## src/rtl/pic_pkg.sv

```systemverilog
// ============================================================================
// Module      : pic_pkg
// Description : Shared command encodings, access-FSM state codes, ICW
//               sequence indices and ICW1 bit positions for the 8259 PIC
//               bus master.
// Revision    : 1.0 - initial release
// ============================================================================
`default_nettype none

package pic_pkg;

    localparam logic [1:0] c_op_write = 2'b00;
    localparam logic [1:0] c_op_read  = 2'b01;
    localparam logic [1:0] c_op_init  = 2'b10;
    localparam logic [1:0] c_op_rsvd  = 2'b11;

    localparam logic [1:0] c_st_idle   = 2'd0;
    localparam logic [1:0] c_st_setup  = 2'd1;
    localparam logic [1:0] c_st_strobe = 2'd2;
    localparam logic [1:0] c_st_hold   = 2'd3;

    localparam logic [1:0] c_icw1 = 2'd0;
    localparam logic [1:0] c_icw2 = 2'd1;
    localparam logic [1:0] c_icw3 = 2'd2;
    localparam logic [1:0] c_icw4 = 2'd3;

    localparam int c_icw1_ic4_bit    = 0;
    localparam int c_icw1_sngl_bit   = 1;
    localparam int c_icw1_marker_bit = 4;

    // Returns {more, next_index}; ICW3 exists only in cascade mode, ICW4 only when IC4 is set.
    function automatic logic [2:0] f_next_icw(input logic [1:0] seq, input logic [7:0] icw1);
        logic [2:0] r;
        r = 3'b000;
        case (seq)
            c_icw1: r = {1'b1, c_icw2};
            c_icw2: begin
                if (!icw1[c_icw1_sngl_bit])
                    r = {1'b1, c_icw3};
                else if (icw1[c_icw1_ic4_bit])
                    r = {1'b1, c_icw4};
            end
            c_icw3: begin
                if (icw1[c_icw1_ic4_bit])
                    r = {1'b1, c_icw4};
            end
            default: r = 3'b000;
        endcase
        return r;
    endfunction

endpackage

`default_nettype wire

```

## src/rtl/pic_bus_cycle.sv

```systemverilog
// ============================================================================
// Module      : pic_bus_cycle
// Description : One SETUP/STROBE/HOLD access on the PIC bus. A new access may
//               be launched from IDLE or directly from HOLD (back-to-back).
//               Read support is compiled in with PIC_BUS_READ_EN.
// Revision    : 1.0 - initial release
// ============================================================================
`default_nettype none

module pic_bus_cycle
    import pic_pkg::*;
#(
    parameter int STROBE_CYCLES = 2
) (
    input  logic       clk,
    input  logic       rst,
    input  logic       start,
    input  logic       start_write,
    input  logic       start_a0,
    input  logic [7:0] start_data,
    input  logic [7:0] D_in,
    output logic       idle,
    output logic       at_hold,
    output logic       CS,
    output logic       WR,
    output logic       RE,
    output logic       A0,
    output logic [7:0] D_out,
    output logic       D_oe,
    output logic [7:0] rd_data,
    output logic       rd_valid
);

    localparam logic [3:0] c_strobe_load = 4'(STROBE_CYCLES - 1);

    logic [1:0] r_state;
    logic [1:0] w_next_state;
    logic [3:0] r_cnt;
    logic       r_write;
    logic       r_a0;
    logic [7:0] r_data;
    logic       w_launch;
    logic       w_strobe;

    assign idle     = (r_state == c_st_idle);
    assign at_hold  = (r_state == c_st_hold);
    assign w_strobe = (r_state == c_st_strobe);
    assign w_launch = start && (idle || at_hold);

    always_ff @(posedge clk or posedge rst) begin
        if (rst)
            r_state <= c_st_idle;
        else
            r_state <= w_next_state;
    end

    always_comb begin
        w_next_state = r_state;
        case (r_state)
            c_st_idle:   if (start) w_next_state = c_st_setup;
            c_st_setup:  w_next_state = c_st_strobe;
            c_st_strobe: if (r_cnt == 4'd0) w_next_state = c_st_hold;
            c_st_hold:   w_next_state = start ? c_st_setup : c_st_idle;
            default:     w_next_state = c_st_idle;
        endcase
    end

    // Counter reloads in SETUP so every access gets the full strobe width.
    always_ff @(posedge clk or posedge rst) begin
        if (rst) begin
            r_cnt   <= 4'd0;
            r_write <= 1'b0;
            r_a0    <= 1'b0;
            r_data  <= 8'h00;
        end else begin
            if (r_state == c_st_setup)
                r_cnt <= c_strobe_load;
            else if (w_strobe && (r_cnt != 4'd0))
                r_cnt <= r_cnt - 4'd1;
            if (w_launch) begin
                r_write <= start_write;
                r_a0    <= start_a0;
                r_data  <= start_data;
            end
        end
    end

    assign CS    = idle;
    assign WR    = !(w_strobe && r_write);
    assign A0    = idle ? 1'b0 : r_a0;
    assign D_out = idle ? 8'h00 : r_data;
    assign D_oe  = !idle && r_write;

`ifdef PIC_BUS_READ_EN
    logic [7:0] r_rd_data;

    always_ff @(posedge clk or posedge rst) begin
        if (rst)
            r_rd_data <= 8'h00;
        else if (w_strobe && (r_cnt == 4'd0) && !r_write)
            r_rd_data <= D_in;
    end

    assign RE       = !(w_strobe && !r_write);
    assign rd_data  = r_rd_data;
    assign rd_valid = at_hold && !r_write;
`else
    logic [7:0] w_unused_din;
    assign w_unused_din = D_in;
    assign RE       = 1'b1;
    assign rd_data  = 8'h00;
    assign rd_valid = 1'b0;
`endif

endmodule

`default_nettype wire

```

## src/rtl/pic_bus_master.sv

```systemverilog
// ============================================================================
// Module      : pic_bus_master
// Description : Host-side master for an 8259 PIC: WRITE, READ and INIT
//               (ICW1..ICW4 sequence) requests mapped onto bus accesses.
//               Macro PIC_BUS_READ_EN enables READ requests.
// Revision    : 1.0 - initial release
// ============================================================================
`default_nettype none

module pic_bus_master
    import pic_pkg::*;
#(
    parameter int STROBE_CYCLES = 2
) (
    input  logic       clk,
    input  logic       rst,
    input  logic       cmd_valid,
    output logic       cmd_ready,
    input  logic [1:0] cmd_op,
    input  logic       cmd_a0,
    input  logic [7:0] cmd_data,
    input  logic [7:0] icw2,
    input  logic [7:0] icw3,
    input  logic [7:0] icw4,
    output logic [7:0] rd_data,
    output logic       rd_valid,
    output logic       cmd_err,
    output logic       CS,
    output logic       WR,
    output logic       RE,
    output logic       A0,
    output logic [7:0] D_out,
    output logic       D_oe,
    input  logic [7:0] D_in
);

    logic       w_idle;
    logic       w_hold;
    logic       w_accept;
    logic       w_op_ok;
    logic [2:0] w_next;
    logic       w_start;
    logic       w_start_write;
    logic       w_start_a0;
    logic [7:0] w_start_data;

    logic       r_init;
    logic [1:0] r_seq;
    logic [7:0] r_icw1;
    logic [7:0] r_icw2;
    logic [7:0] r_icw3;
    logic [7:0] r_icw4;
    logic       r_cmd_err;

    assign cmd_ready = w_idle;
    assign cmd_err   = r_cmd_err;
    assign w_accept  = cmd_valid && w_idle;
    assign w_next    = f_next_icw(r_seq, r_icw1);

    always_comb begin
        w_op_ok = 1'b0;
        case (cmd_op)
            c_op_write: w_op_ok = 1'b1;
`ifdef PIC_BUS_READ_EN
            c_op_read:  w_op_ok = 1'b1;
`else
            c_op_read:  w_op_ok = 1'b0;
`endif
            c_op_init:  w_op_ok = cmd_data[c_icw1_marker_bit];
            default:    w_op_ok = 1'b0;
        endcase
    end

    // Launch either a newly accepted request or the next ICW straight out of HOLD.
    always_comb begin
        w_start       = 1'b0;
        w_start_write = 1'b1;
        w_start_a0    = 1'b0;
        w_start_data  = 8'h00;
        if (w_accept && w_op_ok) begin
            w_start       = 1'b1;
            w_start_write = (cmd_op != c_op_read);
            w_start_a0    = (cmd_op == c_op_init) ? 1'b0 : cmd_a0;
            w_start_data  = (cmd_op == c_op_read) ? 8'h00 : cmd_data;
        end else if (w_hold && r_init && w_next[2]) begin
            w_start    = 1'b1;
            w_start_a0 = 1'b1;
            case (w_next[1:0])
                c_icw2:  w_start_data = r_icw2;
                c_icw3:  w_start_data = r_icw3;
                default: w_start_data = r_icw4;
            endcase
        end
    end

    always_ff @(posedge clk or posedge rst) begin
        if (rst) begin
            r_init    <= 1'b0;
            r_seq     <= c_icw1;
            r_icw1    <= 8'h00;
            r_icw2    <= 8'h00;
            r_icw3    <= 8'h00;
            r_icw4    <= 8'h00;
            r_cmd_err <= 1'b0;
        end else begin
            r_cmd_err <= w_accept && !w_op_ok;
            if (w_accept && w_op_ok) begin
                r_init <= (cmd_op == c_op_init);
                r_seq  <= c_icw1;
                r_icw1 <= cmd_data;
                r_icw2 <= icw2;
                r_icw3 <= icw3;
                r_icw4 <= icw4;
            end else if (w_hold && r_init) begin
                if (w_next[2])
                    r_seq <= w_next[1:0];
                else
                    r_init <= 1'b0;
            end
        end
    end

    pic_bus_cycle #(
        .STROBE_CYCLES (STROBE_CYCLES)
    ) u_cycle (
        .clk         (clk),
        .rst         (rst),
        .start       (w_start),
        .start_write (w_start_write),
        .start_a0    (w_start_a0),
        .start_data  (w_start_data),
        .D_in        (D_in),
        .idle        (w_idle),
        .at_hold     (w_hold),
        .CS          (CS),
        .WR          (WR),
        .RE          (RE),
        .A0          (A0),
        .D_out       (D_out),
        .D_oe        (D_oe),
        .rd_data     (rd_data),
        .rd_valid    (rd_valid)
    );

endmodule

`default_nettype wire

```

## config.mk

```make
export PLATFORM = sky130hd
export DESIGN_NAME = pic_bus_master
export DESIGN_NICKNAME = d
export VERILOG_FILES = /design/src/rtl/pic_pkg.sv /design/src/rtl/pic_bus_cycle.sv /design/src/rtl/pic_bus_master.sv
export SDC_FILE = /design/constraint.sdc
export NUM_CORES = 1
export LEC_CHECK = 0
export BUFFER_PORTS_ARGS = -buffer_cell sky130_fd_sc_hd__buf_2
export CAP_MARGIN = 15
export CORE_UTILIZATION = 40
export DETAILED_ROUTE_END_ITERATION = 7
export GPL_ROUTABILITY_DRIVEN = 0
export GPL_TIMING_DRIVEN = 0
export SLEW_MARGIN = 15
export SYNTH_ARGS = -nofsm -noshare
export SYNTH_HDL_FRONTEND = slang
export SYNTH_SLANG_ARGS = --single-unit
```

## constraint.sdc

```tcl
create_clock -name clk -period 2.84 [get_ports clk]
set_input_delay 0.284 -clock clk [delete_from_list [all_inputs] [get_ports clk]]
set_output_delay 0.284 -clock clk [all_outputs]
set_load 0.005 [all_outputs]
```

* Word-level counts from Yosys, hierarchy flattened
Index checks and enable logic that the tools add are counted.
Word-level totals: word-level logic and storage cells 77, flip-flop bits (word level) 46, input port bits 46, output and inout bits 24
Cells by class: add/subtract/negate cells 1, multiplexer cells 27, reduce and logical (&&, ||, !) cells 24, eq/ne operators 13
Operators by type and width (number):
- 8-bit 2-to-1 mux | 4
- 8-bit one-hot mux with 2 select lines | 1
- 2-bit == test, second input constant | 5
- 1-bit 2-to-1 mux | 10
- 2-bit 2-to-1 mux | 5
- 1-bit logical AND | 9
- 3-bit one-hot mux with 3 select lines | 1
- 2-bit by 1-bit == test with 1-bit output, second input constant | 4
- 4-bit 2-to-1 mux | 2
- 2-bit one-hot mux with 4 select lines | 1
- 2-bit zero test | 3
- 3-bit 2-to-1 mux | 2
- 2-bit by 1-bit inequality test with 1-bit output, second input constant | 3
- 2-bit AND reduction | 3
- 2-bit nonzero test | 3
- 4-bit zero test | 1
- 4-bit nonzero test | 1
- 4-bit by 1-bit subtractor with 4-bit output, second input constant | 1
- 1-bit zero test | 3
- 2-bit inequality test, second input constant | 1
- 1-bit one-hot mux with 2 select lines | 1
- 1-bit logical OR | 1

* Logic depth before layout (Yosys ltp)
Gate-level depths: netlist (run 1).
depth in word-level cells 8, depth in mapped cells 10

* Modules after synthesis
From an unflattened synthesis (run 1), not the netlist that was laid out.
Second synthesis, totals: cell total of the unflattened synthesis 234, area total of the unflattened synthesis 2538.7 um^2
Modules (own cells, without submodules):
- pic_bus_master | area an instance 1561.5 um^2, cells each 142, times used 1, sequential area each 750.7 um^2
- pic_bus_cycle | area an instance 977.2 um^2, cells each 92, times used 1, sequential area each 400.4 um^2

* Worst setup path before layout (run 1)
Ideal clock, no wire load.
kind register to register, start point reg r_seq[1], end point reg u_cycle.r_data[0], setup time 0.145 ns, data required time 2.695 ns, cell stages (with the launch flop) 11, buffers on the path 3, setup slack 0.685 ns, data arrival time 2.010 ns, clock period less this slack 2.155 ns, cell sequence dfrtp_1 clkbuf_1 o21ai_0 a21oi_1 inv_1 ha_1 buf_1 clkbuf_1 nor2_1 a211oi_1 a221oi_1
Between the ends: longest elaborated chain between the ends 6
Ends and longest elaborated chain:
- from (decl) | line pic_bus_master.sv:48 | logic [1:0] r_seq;
- from (signal assigned) | line pic_bus_master.sv:99 | r_seq <= c_icw1;
- from (signal assigned) | line pic_bus_master.sv:109 | r_seq <= c_icw1;
- from (signal assigned) | line pic_bus_master.sv:116 | r_seq <= w_next[1:0];
- 2-bit == test (tied with other cells) | line pic_pkg.sv:35 | case (seq)
- 3-bit one-hot mux with 3 select lines * | line pic_pkg.sv:35
- 2-bit == test (tied with other cells) | line pic_bus_master.sv:88 | case (w_next[1:0])
- 8-bit one-hot mux with 2 select lines / 1-bit 2-to-1 mux (equally long branches) | line pic_bus_master.sv:88, pic_bus_master.sv:85
- 8-bit 2-to-1 mux / 1-bit 2-to-1 mux (equally long branches) | line pic_bus_master.sv:85, pic_bus_master.sv:80
- 8-bit 2-to-1 mux / 1-bit logical AND (equally long branches) | line pic_bus_master.sv:80, pic_bus_cycle.sv:48
- to (signal assigned) | line pic_bus_cycle.sv:83 | r_data <= start_data;
- to (decl) | line pic_bus_cycle.sv:41 | logic [7:0] r_data;
Every way passes the cells marked *; elsewhere a longest branch is shown, timed or not. A chain may end at the register's enable or synchronous reset.

* Final worst setup path (run 1)
start point reg r_seq[1], end point reg u_cycle.r_data[1]
Same word-level chain as after synthesis.

==> metrics, run 1 <==
TritonCTS clock tree built; initial antenna violation count 0; synthesized instance count 281; Clock H-tree levels 2; post-route ant nets 0; FILL cells 570; hold slack 160 ps; NumNets Final 404; Post-synth ARST share 100%; Worst setup startpoint r_seq[1]$_DFFE_PP0P_; Setup violations, final 0; die height 79.3 um; IO buf count 51; Ys Warns 0; cts bufs inserted 5; post-synth cell types 33; Fmax 394 MHz; largest net degree at the start of global routing 32; dominant synthesized flop cell dfrtp_1; CP endpoint kind flop; clock sink count 46; Pre-Repair DR Iteration Count 4; chip width 79.3 um; LEAKAGE 1.49 nW; worst path required time 3000 ps; Max-Cap Viols 0; gr usage total 19.3%; Final Slew Violations 0; most common cell after layout, fill and taps aside nand2_1; final worst slack 301 ps; Synth Register Bits 46; min-delay src icw2[0]; clk buf depth 2; reg2reg start r_seq[1]$_DFFE_PP0P_; 1st-iter DRT viols 57; Post-synth EDFFs 0; Mapped Area 2390 um^2; Non-Filler Instances 422; Worst Clk Skew 8.98 ps; placeable core region 5640 um^2; Avg Inst Size Synth 8.50 um^2; Remaining DRCs 0; post-synth top area share 48.2%; Worst Path Max Fanout 10; most frequent cells in the layout nand2_1 (80), buf_2 (53), dfrtp_1 (46); setup TNS 0 ps; vias in the first global route 1,974; status complete, no violations; Final Cycle Share 89.4%; Tightest Pin Transition 690 ps; worst skew pair latency 300 ps; FP Rows 27; register area share after synthesis 48.2%; cell taking the most area after synthesis dfrtp_1; Tot Pwr 2.99 mW; crit path DAT 2690 ps; dpl ws 163 ps; RSZ-0062 raised after global routing no; share of layout cells above drive strength 1 21.7%; initial core utilization 42.4%; final WL 5560 um; Critical Path Source Type flop; Max-slew headroom 53.7%; critical path class reg -> reg; class of the worst hold path in -> reg; root buffer cell clkbuf_8; number of primary I/O pins 70; IR drop worst, VDD 0.448 mV; Die ar. 6290 um^2; placed cell count 413; ANT cells 0; Wirelength per Cell 13.2 um; total grt overflow 0; total number of vias 2,043; synthesis-to-finish area growth 21.6%; final hold vios 0; Power Dens Cells 1030 nW/um^2; fin crit period 2540 ps; dpl hpwl 4060 um; number of vias per cell 4.84; Reg clk slew, reported paths 90 ps; first-pass GRT wire length 9290 um; ranking of synthesized cells by area dfrtp_1 (48%), nand2_1 (13%), ha_1 (4.7%), nor2_1 (4.6%), a211oi_1 (3.8%)
-- metrics by stage --
| step | cell area (um^2) | util [%] |
|---|---|---|
| 6_report | 2910 | 51.5 |
| 5_1_grt | 2910 | 51.5 |
| 4_1_cts | 2910 | 51.5 |
| 3_5_place_dp | 2790 | 49.4 |
| 3_3_place_gp | 2770 | 49.0 |
| 2_1_floorplan | 2420 | - |
-- worst max-delay path: stages (launching register included) --
cell and delay [ps]:
dfrtp_1 330, clkbuf_1 260, o21ai_0 140, a21oi_1 280, inv_1 80, ha_1 280
buf_1 280, clkbuf_2 300, nor2_1 70, a211oi_1 250, a221oi_1 120
-- flip-flops by register name, indices dropped and copies added, names as in the netlist --
register         cells
r_icw3               8
u_cycle.r_state      2
u_cycle.r_cnt        4
cmd_err              1
u_cycle.r_data       8
u_cycle.r_write      1
r_icw2               8
r_icw1               2
r_init               1
r_icw4               8
u_cycle.r_a0         1
r_seq                2
-- cells by family after synthesis --
logic type               after synthesis  synth area share [%]
AO/OA/AOI/OAI                         44                  13.7
XOR/XNOR                               4                  1.47
adder cells (fa/ha/maj)                9                  4.71
buffers and inverters                 46                  9.37
flip-flops                            46                  48.2
multiplexers                           1                 0.471
other                                  2                 0.314
AND/OR/NAND/NOR                      129                  21.8
-- power breakdown --
group	switching [mW]	total (mW)	internal (mW)
clock	0.235	0.498	0.263
combinational	0.859	1.41	0.547
sequential	0.152	1.09	0.934
total	1.25	2.99	1.74
-- cells in the mapped netlist, drive strengths merged, types with 2 or more instances --
cell type   n
clkbuf     14
a22oi       8
nor2b       2
buf        15
nor2       29
conb        2
a21oi       3
dfrtp      46
xor2        3
a221oi      8
ha          9
o21ai       6
a211oi     12
nand2      80
nor3       10
nand3       2
nand2b      3
inv        17
-- path summary, 6_finish.rpt --
check	endpoint	cells past startpoint	slack (ps)
max	u_cycle.r_data[1]$_DFFE_PP0P_	10	300
min	r_icw2[0]$_DFFE_PP0P_	3	160
max reg2reg	u_cycle.r_data[1]$_DFFE_PP0P_	10	300
min reg2reg	r_icw4[2]$_DFFE_PP0P_	2	490
max in group asynchronous	u_cycle.r_data[7]$_DFFE_PP0P_	4	1850
min in group asynchronous	r_icw3[6]$_DFFE_PP0P_	3	490
-- timing repair --
action,in CTS,in global routing
setup buffers,0,0
endpoints found under the setup margin,0,3
hold buffers,1,0
endpoints found under the hold margin,15,0
resized for setup,0,2
-- layer usage --
metal  track usage (%)  routed length [um]
met1              26.8                2730
met2              30.7                2580
met3              3.45                 192
met4              6.00                  55
met5                 0                   0
-- area by class of cell --
class / instances / area (um^2) / share of cell area (%)
Inverter: 17 / 63.8 / 2.20
Multi-Input combinational cell: 197 / 1040 / 35.9
Tap cell: 72 / 90.1 / 3.10
Buffer: 29 / 161 / 5.55
Sequential cell: 46 / 1150 / 39.6
Clock buffer: 6 / 72.6 / 2.50
Timing Repair Buffer: 53 / 285 / 9.81
Clock inverter: 2 / 37.5 / 1.29
Power figures use the tool's default switching activity.
==> inputs of run 2 (changes only) <==
--- a/config.mk
+++ b/config.mk
@@ -5,12 +5,13 @@
 export SDC_FILE = /design/constraint.sdc
 export NUM_CORES = 1
 export LEC_CHECK = 0
+export ABC_AREA = 1
 export BUFFER_PORTS_ARGS = -buffer_cell sky130_fd_sc_hd__buf_2
 export CAP_MARGIN = 15
 export CORE_UTILIZATION = 40
 export DETAILED_ROUTE_END_ITERATION = 7
 export GPL_ROUTABILITY_DRIVEN = 0
-export GPL_TIMING_DRIVEN = 0
+export PLACE_DENSITY = 0.6
 export SLEW_MARGIN = 15
 export SYNTH_ARGS = -nofsm -noshare
 export SYNTH_HDL_FRONTEND = slang
==> run 2 against run 1 <==
Fmax grew 13%. Critical path depth did not move. Highest routed layer unchanged. Worst setup slack better by 290 ps. Global-route usage shrank 1.7 points. Combinational power decreased by 3%. Die area up 5.3%. Wire length fell by 5.2%. Synthesized cell count up 19%.
==> metrics, run 2 <==
status complete, no violations; total grt overflow 0; die height 81.4 um; fin crit period 2250 ps; Setup violations, final 0; setup TNS 0 ps; vias in the first global route 1,991; placed cell count 449; TritonCTS clock tree built; Power Dens Cells 1020 nW/um^2; Wirelength per Cell 11.5 um; Setup Fix Bufs, Post-CTS 0; IO buf count 51; dpl hpwl 3740 um; final hold vios 0; number of vias per cell 4.56; Finished Core Util 47.9%; Final Cycle Share 79.1%; initial core utilization 42.0%; chip width 81.4 um; most common cell after layout, fill and taps aside nand2_1; ANT cells 0; CP peak stage delay 610 ps; Bufs and invs on worst path 1; Tot Pwr 2.93 mW; Worst Path Max Fanout 16; clk buf depth 2; Clock Power Share 14.2%; Flop pwr share 38.9%; Mapped Area 2520 um^2; Reg clk slew, reported paths 90 ps; crit path DAT 2440 ps; ranking of synthesized cells by area dfrtp_1 (46%), nand2_1 (23%), ha_1 (4.5%), inv_1 (4.3%), buf_4 (3.3%); switching pwr 1.24 mW; Synth Register Bits 46; post-route ant nets 0; Pre-Repair DR Iteration Count 4; Remaining DRCs 0; area of the multi-input gates 1130 um^2; Avg Inst Size Synth 7.52 um^2; number of primary I/O pins 70; initial antenna violation count 0; Max stage delay cell, worst path ha_1; FP Rows 28; Final Slew Violations 0; IR drop worst, VDD 0.341 mV; Fmax 445 MHz; clock sink count 46; reg2reg path depth 10; Post-synth ARST share 100%; CP delay by family, top compound AO/OA/AOI/OAI gates; r2r setup slk 590 ps; Ys Warns 0; Worst Clk Skew 7.31 ps; cts hold-fix bufs 0; synthesized instance count 335; cts bufs inserted 5; CP endpoint kind flop; Max-Cap Viols 0; worst skew pair latency 300 ps; gr usage total 17.6%; post-cts gate resize count 0; root buffer cell clkbuf_8; share of layout cells above drive strength 1 20.2%; 1st-iter DRT viols 91; Non-Filler Instances 457; post-synth cell types 29; most frequent cells in the layout nand2_1 (155), buf_2 (51), dfrtp_1 (46); combinational power share 46.9%; Die ar. 6620 um^2; Stages on worst setup path 10; critical path class reg -> reg; Critical Path Source Type flop; FILL cells 630; placeable core region 5990 um^2; Clock H-tree levels 2; LEAKAGE 1.69 nW; Post-synth EDFFs 0; register area share after synthesis 45.7%; Register Area 1150 um^2; final WL 5270 um; crit-path most repeated cell nand2_1; reg2reg start r_seq[1]$_DFFE_PP0P_; synthesis-to-finish area growth 13.9%; Tightest Pin Transition 593 ps; first-pass GRT wire length 8670 um; Int Pwr 1.69 mW; largest net degree at the start of global routing 47; dpl ws 604 ps; Critical Path, Cell by Cell nand2_1 -> a31oi_1 -> inv_1 -> ha_1 -> a21oi_1 -> a21o_1 -> nand2_1 -> nand2_1 -> nand2_1 -> nand2_1; worst path required time 3040 ps; Worst setup startpoint r_seq[1]$_DFFE_PP0P_; class of the worst hold path in -> async; Synth top cells by count nand2_1 (155), dfrtp_1 (46), inv_1 (29); total number of vias 2,082; post-synth top area share 45.7%; RSZ-0062 raised after global routing no; Sw Share 42.4%; NumNets Final 436; Max-slew headroom 60.5%; dominant synthesized flop cell dfrtp_1; final worst slack 594 ps; count leader, synth nand2_1; cell taking the most area after synthesis dfrtp_1
run 2: kinds of logic (layout without fill, tap and decap cells):
family                   Yosys count  count (layout)  share of synthesized area, %
buffers and inverters             56              95                          10.7
other                              2              10                         0.298
adder cells (fa/ha/maj)            9               9                          4.47
AO/OA/AOI/OAI                     33              33                          8.20
flip-flops                        46              46                          45.7
AND/OR/NAND/NOR                  189             189                          30.6
run 2: layout make-up:
class                   count  share of cell area [%]
clock buffers               5                    2.40
clock inverters             3                   0.872
inverters                  33                    4.36
multi-input cells         241                    39.3
well taps                  75                    3.27
repair buffers             54                    9.68
flip-flops and latches     46                    40.1
run 2: layer usage:
metal | part of all wire (%) | GRT usage [%]
met4 | 1.9 | 7.14
met3 | 4.0 | 3.37
met5 | 0 | 0
met2 | 46 | 29.8
met1 | 48 | 22.0
run 2: power groups by stage:
stage	clock network, mW	registers [mW]	logic, mW
after floorplan	0	1.10	1.10
after global placement	0	1.14	1.37
after detailed placement	0	1.14	1.39
after CTS	0.438	1.14	1.39
after global routing	0.455	1.17	1.60
final	0.416	1.14	1.37
run 2: final timing paths:
check                                                end
setup / recovery           u_cycle.r_data[5]$_DFFE_PP0P_
hold / removal             u_cycle.r_data[4]$_DFFE_PP0P_
setup reg to reg           u_cycle.r_data[5]$_DFFE_PP0P_
hold reg to reg              u_cycle.r_write$_DFFE_PP0P_
max in group asynchronous          r_icw4[1]$_DFFE_PP0P_
min in group clk                   r_icw3[2]$_DFFE_PP0P_
run 2: worst reg2reg max path, cell delays in order (launching register included):
cell	delay, ps
dfrtp_1	450
nand2_1	110
a31oi_1	350
inv_1	80
ha_1	610
a21oi_1	140
a21o_1	190
nand2_1	60
nand2_1	50
nand2_1	50
nand2_1	50
run 2: through the flow:
step | cell area [um^2] | hold WS, ps
5_1_grt | 2870 | 159
3_5_place_dp | 2780 | 465
6_report | 2870 | 116
4_1_cts | 2870 | 126
2_1_floorplan | 2550 | 394
3_3_place_gp | 2780 | 462
==> inputs of run 3 (changes only) <==
==> constraint.sdc (replaced) <==
create_clock -name clk -period 2.2 [get_ports clk]
set_input_delay 0.22 -clock clk [delete_from_list [all_inputs] [get_ports clk]]
set_output_delay 0.22 -clock clk [all_outputs]
set_load 0.005 [all_outputs]
==> run 3 against run 2 <==
First-iteration DRC count rose by 24%. Highest routed layer unchanged. Core utilization increased by 1.1 points. Sequential power increased by 28%. Total power rose by 33%. Wire length fell by 1.1%. Register-to-register slack got worse by 300 ps. Critical path depth rose by 1. Clock-buffer cell count unchanged.
==> metrics, run 3 (same netlist as run 2, synthesis figures left out) <==
IO buf count 51; status complete, no violations; Non-Filler Instances 463; setup TNS 0 ps; fin crit period 1910 ps; reg2reg path depth 11; Max-slew headroom 45.2%; chip width 81.4 um; root buffer cell clkbuf_8; Worst Clk Skew 9.55 ps; share of layout cells above drive strength 1 21.4%; class of the worst hold path in -> reg; die height 81.4 um; initial core utilization 42.0%; LEAKAGE 1.73 nW; Final Slew Violations 0; cts bufs inserted 5; r2r setup slk 290 ps; Wirelength per Cell 11.2 um; post-route ant nets 0; final WL 5210 um; 1st-iter DRT viols 113; reg2reg start r_seq[1]$_DFFE_PP0P_; FP Rows 28; placed instance area 2830 um^2; Worst setup startpoint r_seq[1]$_DFFE_PP0P_; IR drop worst, VDD 0.584 mV; Tightest Pin Transition 818 ps; most frequent cells in the layout nand2_1 (155), buf_2 (51), dfrtp_1 (46); NumNets Final 442; Register Area 1150 um^2; Fmax 524 MHz; clk buf depth 2; first-pass GRT wire length 9000 um; number of primary I/O pins 70; Worst Path Max Fanout 8; Setup violations, final 0; Power Dens Cells 1320 nW/um^2; placed cell count 454; Critical Path Source Type flop; number of vias per cell 4.58; synthesis-to-finish area growth 16.4%; Reg clk slew, reported paths 100 ps; gr usage total 17.9%; most common cell after layout, fill and taps aside nand2_1; design area 2930 um^2; Tot Pwr 3.88 mW; vias in the first global route 1,996; total number of vias 2,122; clock sink count 46; worst skew pair latency 310 ps; Finished Core Util 49.0%; CP endpoint kind flop; reg2reg end u_cycle.r_data[6]$_DFFE_PP0P_; FILL cells 619; RSZ-0062 raised after global routing no; worst path required time 2440 ps; critical path class reg -> reg; total grt overflow 0; final hold vios 0; end of the critical path u_cycle.r_data[6]$_DFFE_PP0P_; Remaining DRCs 0; Final Cycle Share 86.8%; Clock H-tree levels 2; initial antenna violation count 0; dpl hpwl 3890 um; placeable core region 5990 um^2; TritonCTS clock tree built; Die ar. 6620 um^2; area of the multi-input gates 1130 um^2; crit path DAT 2150 ps; largest net degree at the start of global routing 26; ANT cells 0; Pre-Repair DR Iteration Count 4; Max-Cap Viols 0
run 3: changes by cell type in the layout (fill, tap and decap cells not counted), sizes merged:
cell,previous run,this run
buf,54,59
inv,32,34
clkinv,3,2
clkinvlp,1,0
dlygate4sd3,0,1
run 3: report_power, final:
| group | total (mW) | switching (mW) | internal (mW) |
|---|---|---|---|
| logic | 1.86 | 1.08 | 0.786 |
| registers | 1.46 | 0.228 | 1.24 |
| clock network | 0.557 | 0.321 | 0.236 |
run 3: worst max-delay path, cell delays in order, from the launching register on:
cell and delay (ps):
dfrtp_1 450, nand2_1 100, a31oi_1 240, inv_1 80, ha_1 310, buf_4 170, a21oi_1 180, a21o_1 120
nand2_1 50, nand2_1 60, nand2_1 40, nand2_1 50
run 3: worst min-delay path by stage:
stage	start	endpoint	depth (start not counted)	slack, ps
4_1_cts	icw4[3]	r_icw4[3]$_DFFE_PP0P_	3	90
3_3_place_gp	rst	u_cycle.r_data[2]$_DFFE_PP0P_	2	320
6_report	icw4[3]	r_icw4[3]$_DFFE_PP0P_	3	100
2_1_floorplan	icw2[0]	r_icw2[0]$_DFFE_PP0P_	2	330
3_5_place_dp	rst	u_cycle.r_data[2]$_DFFE_PP0P_	2	320
5_1_grt	icw3[3]	r_icw3[3]$_DFFE_PP0P_	3	80
run 3: final cells by class:
type	instances	share of cell area (%)
sequential	46	39.2
multi-input combinational	241	38.5
timing repair buffer	60	11.5
inverter	33	4.27
tap	75	3.20
clock buffer	5	2.35
clock inverter	3	0.896
run 3: through the flow:
stage          hold slack, ps  setup slack (ps)
3_5_place_dp              315               255
6_report                 95.9               290
4_1_cts                  86.7               215
2_1_floorplan             330               296
5_1_grt                  83.4              72.1
3_3_place_gp              318               271
run 3: routing by layer:
metal,global-route usage [%],share of wire [%],wire [um],vias up
met2,28.2,46,2390,51
met4,5.36,1.5,78,0
li1,-,-,-,1099
met5,0,0,0,-
met3,3.60,4.8,251,7
met1,24.5,48,2490,965
run 3: timing repair:
action | in CTS | in global routing
buffers inserted | 0 | 0
resized for setup | 0 | 1
endpoints found under the setup margin | 0 | 4
hold buffers | 1 | 0
endpoints found under the hold margin | 21 | 0
